===== config.mk =====
export PLATFORM = sky130hd
export DESIGN_NAME = rsa_exp_ctrl
export DESIGN_NICKNAME = d
export VERILOG_FILES = /design/src/rtl/rsa_pkg.sv /design/src/rtl/rsa_exp_ctrl.sv
export SDC_FILE = /design/constraint.sdc
export NUM_CORES = 1
export LEC_CHECK = 0
export BUFFER_PORTS_ARGS = -buffer_cell sky130_fd_sc_hd__buf_2
export CORE_ASPECT_RATIO = 1.4
export CORE_MARGIN = 4
export CORE_UTILIZATION = 41
export CTS_CLUSTER_SIZE = 40
export DETAILED_ROUTE_END_ITERATION = 10
export PLACE_DENSITY = 0.63
export SLEW_MARGIN = 20
export SYNTH_ARGS = -nofsm -noshare
export SYNTH_HDL_FRONTEND = slang
export SYNTH_SLANG_ARGS = --single-unit

===== constraint.sdc =====
create_clock -name clk -period 5.4 [get_ports clk]
set_clock_uncertainty 0.05 [all_clocks]
set_input_delay 0.27 -clock clk [delete_from_list [all_inputs] [get_ports clk]]
set_output_delay 0.27 -clock clk [all_outputs]
set_load 0.005 [all_outputs]

===== src/rtl/rsa_pkg.sv =====
// Shared types for the RSA exponentiation controller.
//   rsa_state_e : controller FSM states
//   rsa_op_e    : operand pairing presented to the Montgomery multiplier
//   RSA_WIDTH   : default operand / exponent width
package rsa_pkg;

  localparam int RSA_WIDTH = 8;

  typedef enum logic [2:0] {
    IDLE,
    PRE_M,
    PRE_X,
    SQR,
    MUL,
    POST,
    DONE
  } rsa_state_e;

  typedef enum logic [2:0] {
    OP_M_CONST,
    OP_ONE_CONST,
    OP_X_X,
    OP_X_MBAR,
    OP_X_ONE
  } rsa_op_e;

endpackage


===== src/rtl/rsa_exp_ctrl.sv =====
// Left-to-right square-and-multiply sequencer for a shared Montgomery
// multiplier (MM(a,b) = a*b*R^-1 mod p, R = 2^WIDTH). Computes
// rsa_c = rsa_m^rsa_e mod rsa_p.
//
// Ports
//   clk, rstb             clock, async active-low reset
//   ena                   global enable; everything holds while low
//   start_cmd, stop_cmd   one-cycle command pulses
//   rsa_p/e/m/const       operands (const = R^2 mod p), latched on start
//   mm_start, mm_a, mm_b  multiplication launch and operands
//   mm_p                  latched modulus
//   mm_abort              cancels an in-flight multiplication
//   mm_done, mm_result    multiplier completion and result
//   rsa_c, eoc, busy      result, end-of-computation pulse, busy flag
//
// state | meaning
// ------+-----------------------------------------------
// IDLE  | waiting for start_cmd
// PRE_M | mbar = MM(m, const), m into Montgomery domain
// PRE_X | x = MM(1, const) = R mod p
// SQR   | x = MM(x, x) for exponent bit k
// MUL   | x = MM(x, mbar) when e[k] = 1
// POST  | c = MM(x, 1), back out of Montgomery domain
// DONE  | eoc cycle, return to IDLE
module rsa_exp_ctrl
  import rsa_pkg::*;
#(
  parameter int WIDTH = RSA_WIDTH
) (
  input  logic             clk,
  input  logic             rstb,
  input  logic             ena,
  input  logic             start_cmd,
  input  logic             stop_cmd,
  input  logic [WIDTH-1:0] rsa_p,
  input  logic [WIDTH-1:0] rsa_e,
  input  logic [WIDTH-1:0] rsa_m,
  input  logic [WIDTH-1:0] rsa_const,
  output logic             mm_start,
  output logic [WIDTH-1:0] mm_a,
  output logic [WIDTH-1:0] mm_b,
  output logic [WIDTH-1:0] mm_p,
  output logic             mm_abort,
  input  logic             mm_done,
  input  logic [WIDTH-1:0] mm_result,
  output logic [WIDTH-1:0] rsa_c,
  output logic             eoc,
  output logic             busy
);

  localparam int KW = (WIDTH > 1) ? $clog2(WIDTH) : 1;
  localparam logic [WIDTH-1:0] ONE = WIDTH'(1);
  localparam logic [KW-1:0] K_TOP = KW'(WIDTH - 1);

  rsa_state_e state_q, state_d;
  logic [KW-1:0] k_q, k_d;
  logic [WIDTH-1:0] p_q, p_d;
  logic [WIDTH-1:0] e_q, e_d;
  logic [WIDTH-1:0] m_q, m_d;
  logic [WIDTH-1:0] const_q, const_d;
  logic [WIDTH-1:0] mbar_q, mbar_d;
  logic [WIDTH-1:0] x_q, x_d;
  logic [WIDTH-1:0] mm_a_q, mm_a_d;
  logic [WIDTH-1:0] mm_b_q, mm_b_d;
  logic [WIDTH-1:0] rsa_c_q, rsa_c_d;
  logic mm_start_q, mm_start_d;
  logic mm_abort_q, mm_abort_d;
  logic eoc_q, eoc_d;
  logic busy_q, busy_d;

  logic launch;
  logic step_next;
  rsa_op_e op_sel;

  always_ff @(posedge clk or negedge rstb) begin
    if (!rstb) begin
      state_q    <= IDLE;
      k_q        <= '0;
      p_q        <= '0;
      e_q        <= '0;
      m_q        <= '0;
      const_q    <= '0;
      mbar_q     <= '0;
      x_q        <= '0;
      mm_a_q     <= '0;
      mm_b_q     <= '0;
      rsa_c_q    <= '0;
      mm_start_q <= 1'b0;
      mm_abort_q <= 1'b0;
      eoc_q      <= 1'b0;
      busy_q     <= 1'b0;
    end else begin
      state_q    <= state_d;
      k_q        <= k_d;
      p_q        <= p_d;
      e_q        <= e_d;
      m_q        <= m_d;
      const_q    <= const_d;
      mbar_q     <= mbar_d;
      x_q        <= x_d;
      mm_a_q     <= mm_a_d;
      mm_b_q     <= mm_b_d;
      rsa_c_q    <= rsa_c_d;
      mm_start_q <= mm_start_d;
      mm_abort_q <= mm_abort_d;
      eoc_q      <= eoc_d;
      busy_q     <= busy_d;
    end
  end

  always_comb begin
    state_d    = state_q;
    k_d        = k_q;
    p_d        = p_q;
    e_d        = e_q;
    m_d        = m_q;
    const_d    = const_q;
    mbar_d     = mbar_q;
    x_d        = x_q;
    mm_a_d     = mm_a_q;
    mm_b_d     = mm_b_q;
    rsa_c_d    = rsa_c_q;
    mm_start_d = mm_start_q;
    mm_abort_d = mm_abort_q;
    eoc_d      = eoc_q;
    busy_d     = busy_q;
    launch     = 1'b0;
    step_next  = 1'b0;
    op_sel     = OP_X_X;

    // With ena low nothing moves, pulses included.
    if (ena) begin
      mm_start_d = 1'b0;
      mm_abort_d = 1'b0;
      eoc_d      = 1'b0;

      case (state_q)
        IDLE: begin
          if (start_cmd && !stop_cmd) begin
            p_d     = rsa_p;
            e_d     = rsa_e;
            m_d     = rsa_m;
            const_d = rsa_const;
            busy_d  = 1'b1;
            state_d = PRE_M;
            launch  = 1'b1;
            op_sel  = OP_M_CONST;
          end
        end

        DONE: state_d = IDLE;

        default: begin
          if (stop_cmd) begin
            // Abort even if mm_done coincides: the result is discarded and
            // an abort to an idle multiplier is harmless.
            state_d    = IDLE;
            busy_d     = 1'b0;
            mm_abort_d = 1'b1;
          end else if (mm_done) begin
            case (state_q)
              PRE_M: begin
                mbar_d  = mm_result;
                state_d = PRE_X;
                launch  = 1'b1;
                op_sel  = OP_ONE_CONST;
              end
              PRE_X: begin
                x_d     = mm_result;
                k_d     = K_TOP;
                state_d = SQR;
                launch  = 1'b1;
                op_sel  = OP_X_X;
              end
              SQR: begin
                x_d = mm_result;
                if (e_q[k_q]) begin
                  state_d = MUL;
                  launch  = 1'b1;
                  op_sel  = OP_X_MBAR;
                end else begin
                  step_next = 1'b1;
                end
              end
              MUL: begin
                x_d       = mm_result;
                step_next = 1'b1;
              end
              POST: begin
                rsa_c_d = mm_result;
                eoc_d   = 1'b1;
                busy_d  = 1'b0;
                state_d = DONE;
              end
              default: ;
            endcase
          end
        end
      endcase

      // Zero-cycle NEXT step: move to the next exponent bit or finish.
      if (step_next) begin
        launch = 1'b1;
        if (k_q == '0) begin
          state_d = POST;
          op_sel  = OP_X_ONE;
        end else begin
          k_d     = k_q - 1'b1;
          state_d = SQR;
          op_sel  = OP_X_X;
        end
      end

      // Operands come from the _d values so a freshly captured x is used.
      if (launch) begin
        mm_start_d = 1'b1;
        case (op_sel)
          OP_M_CONST:   begin mm_a_d = m_d; mm_b_d = const_d; end
          OP_ONE_CONST: begin mm_a_d = ONE; mm_b_d = const_d; end
          OP_X_X:       begin mm_a_d = x_d; mm_b_d = x_d;     end
          OP_X_MBAR:    begin mm_a_d = x_d; mm_b_d = mbar_d;  end
          OP_X_ONE:     begin mm_a_d = x_d; mm_b_d = ONE;     end
          default:      begin mm_a_d = x_d; mm_b_d = x_d;     end
        endcase
      end
    end
  end

  assign mm_start = mm_start_q;
  assign mm_a     = mm_a_q;
  assign mm_b     = mm_b_q;
  assign mm_p     = p_q;
  assign mm_abort = mm_abort_q;
  assign rsa_c    = rsa_c_q;
  assign eoc      = eoc_q;
  assign busy     = busy_q;

endmodule


==> flow_summary.json <==
{
  "seq_area_frac_synth_pct": 49.6,
  "critPathLaunch": "state_q[2]",
  "synth.distinct_cells": 52,
  "vias_per_cell": 5.55,
  "path_clk_slew_ps": 60,
  "post-route-period-util_pct": 52.9,
  "holdBufCountCts": 0,
  "cts_resized": 0,
  "netlist.area_leader.share_pct": 49.6,
  "chipHeight_um": 121,
  "ant_nets": 0,
  "numCtsBuffers": 9,
  "final.setup.tns_ps": 0,
  "maxCapViolCount": 0,
  "routabilityCongestion": 0.857,
  "placed_cells": 501,
  "antennaDiodeCount": 0,
  "ir_drop_mv": 0.263,
  "layout_common_cells": "81 x buf_2, 74 x dfrtp_1, 50 x mux2_2, 47 x nor2_1, 30 x nand2_1",
  "crit_path_end_kind": "register",
  "first_pass_iters": 4,
  "synth_fp_nets": 383,
  "synth.top_cells.by_area": "dfrtp_1 50%, mux2_2 15%, nor2_1 4.7%",
  "num_vias": 2868,
  "finalSetupViolCount": 0,
  "power_per_cell_area_mw_per_mm2": 569,
  "rows": 40,
  "fin_nets": 455,
  "syn-instance-count": 335,
  "core_area_mm2": 0.00876,
  "p_leak_nw": 2.08,
  "r2r_start": "state_q[2]",
  "ff_latch_area_mm2": 0.00185,
  "grt_max_degree": 75,
  "clock-sinks": 74,
  "max_freq_mhz": 350,
  "drv_slew": 0,
  "synth_top_area_cell": "dfrtp_1",
  "multiInputGateArea_mm2": 0.00175,
  "area_growth_pct": 21.2,
  "synth-edff-count": 0,
  "final_common_cell": "buf_2",
  "antenna_found_initial": 0,
  "place_hpwl_mm": 6.62,
  "cts_root_buf": "clkbuf_16",
  "synthFlopType": "dfrtp_1",
  "die_x_um": 88.7,
  "run_status": "complete, no violations",
  "clock_path_buffers": 2,
  "ys_warn_count": 0,
  "drive_gt1_share_pct": 39.1,
  "start_util_pct": 42.6,
  "slew_headroom_pct": 37.0,
  "dieArea_mm2": 0.0107,
  "netlist_area_mm2": 0.00373,
  "tightest_slew_ps": 945,
  "postCtsSetupBuffers": 0,
  "wirelength_mm": 9.05,
  "dpl_cell_area_mm2": 0.00417,
  "critPathArrivalTime_ps": 3040,
  "grt_pass1_wl_mm": 14.9,
  "grt_use_met2_pct": 29.3,
  "track_usage_pct": 17.9,
  "cp-start-kind": "register",
  "hp-class": "in -> async",
  "grt_pass1_vias": 2953,
  "critPathRequiredTime_ps": 5590,
  "boundaryPins": 82,
  "cts_tree": "done",
  "hold_viol": 0,
  "synth-async-reset-ratio_pct": 100,
  "globalRouteMet1Util_pct": 23.0,
  "drc": 0,
  "crit_fanout": 27,
  "rsz0062_at_grt": "no",
  "htree_levels": 3,
  "grt_busiest_layer": "met2",
  "port-buffer-count": 81,
  "groute.layer.met3.usage_pct": 3.13,
  "post_drt_wl_per_cell_um": 17.5,
  "drt_first_iter_violations": 108,
  "post-route-cell-area_mm2": 0.00452,
  "fin_cells": 517,
  "syn_area_per_cell_um2": 11.1,
  "synth-seq-cells": 74,
  "crit_type": "reg -> reg",
  "final.min_clock_period_ps": 2860,
  "clkLatencyLatePin_ps": 330,
  "grt.overflow.total": 0,
  "fillers": 826
}
critical path: stages, from the launching register on:
cell      delay (ps)
dfrtp_1          530
or3_4            480
or3_2            720
nand2_1          410
o221ai_2         270
o31ai_1          300
per-layer routing:
| layer | vias up | share of wire (%) |
|---|---|---|
| met3 | 14 | 5.5 |
| met1 | 1399 | 43 |
| met5 | - | 0 |
| met4 | 0 | 2.0 |
| met2 | 89 | 49 |
| li1 | 1366 | - |
final timing paths:
check,slack [ps],end,depth (start not counted)
worst max-delay path,2540,mm_b[6],5
worst min-delay path,120,mm_a[1],2
worst max register to register,2540,mm_b[6],5
worst min register to register,430,eoc,1
max in group asynchronous,4570,rsa_c[3],2
min in group clk,120,mm_p[4],2
synth_stat cells, types with 2 or more instances:
library cell  count
a21o_1            4
a22o_1            2
nor4_1            2
o31ai_1           7
nor3_1            3
nand2_1          30
clkbuf_1          8
a32o_1            9
buf_2            10
a31oi_1           2
inv_1             4
nor2_1           47
buf_6             2
mux2_2           50
nand3b_1          2
ha_1              2
mux2i_1          14
nor2b_1           6
o21ai_0           5
a211oi_1          9
a22oi_1           2
dfrtp_1          74
a221oi_1          6
nand4_1           2
nand3_1           2
nand2b_1          3
o21ai_1           3
sequential cells by signal, indices dropped and copies added (netlist names), 3 cells and up:
signal   flops
const_q      8
e_q          8
k_q          3
mbar_q       8
mm_a         8
mm_b         8
mm_p         8
rsa_c        8
state_q      3
x_q          8
logic make-up (layout without fill, tap and decap cells):
logic type	Yosys count	after routing	synth area share [%]
muxes	64	64	18.8
DFF	74	74	49.6
buffers and inverters	26	103	3.45
adders and majority gates	2	2	0.670
AOI/OAI and AO/OA	61	61	14.0
xor gates and xnor gates	1	1	0.235
and+or+nand+nor	107	107	13.2
stage by stage:
stage               setup WS (ps)  power, mW  hold WS (ps)  util (%)
global route                 2260       2.76           114      51.7
finish                       2540       2.57           118      51.7
detailed placement           2340       1.89           418      47.6
global placement             2430       1.86           415      47.6
CTS                          2340       2.60           108      51.6
floorplan                    3390       1.58         -75.6         -
power breakdown:
part | leakage [nW] | internal [mW] | switching [mW]
Sequential | 0.885 | 0.806 | 0.179
Combinational | 1.03 | 0.441 | 0.450
Clock | 0.173 | 0.465 | 0.232
Total | 2.08 | 1.71 | 0.861
cell type report:
type / count / share of cell area [%]
flip-flops and latches: 74 / 40.9
well taps: 105 / 2.90
clock buffers: 10 / 5.28
inverters: 4 / 0.332
repair buffers: 83 / 9.29
multi-input cells: 235 / 38.8
clock inverters: 6 / 2.49
No activity file was read; power rests on OpenSTA's default activity.
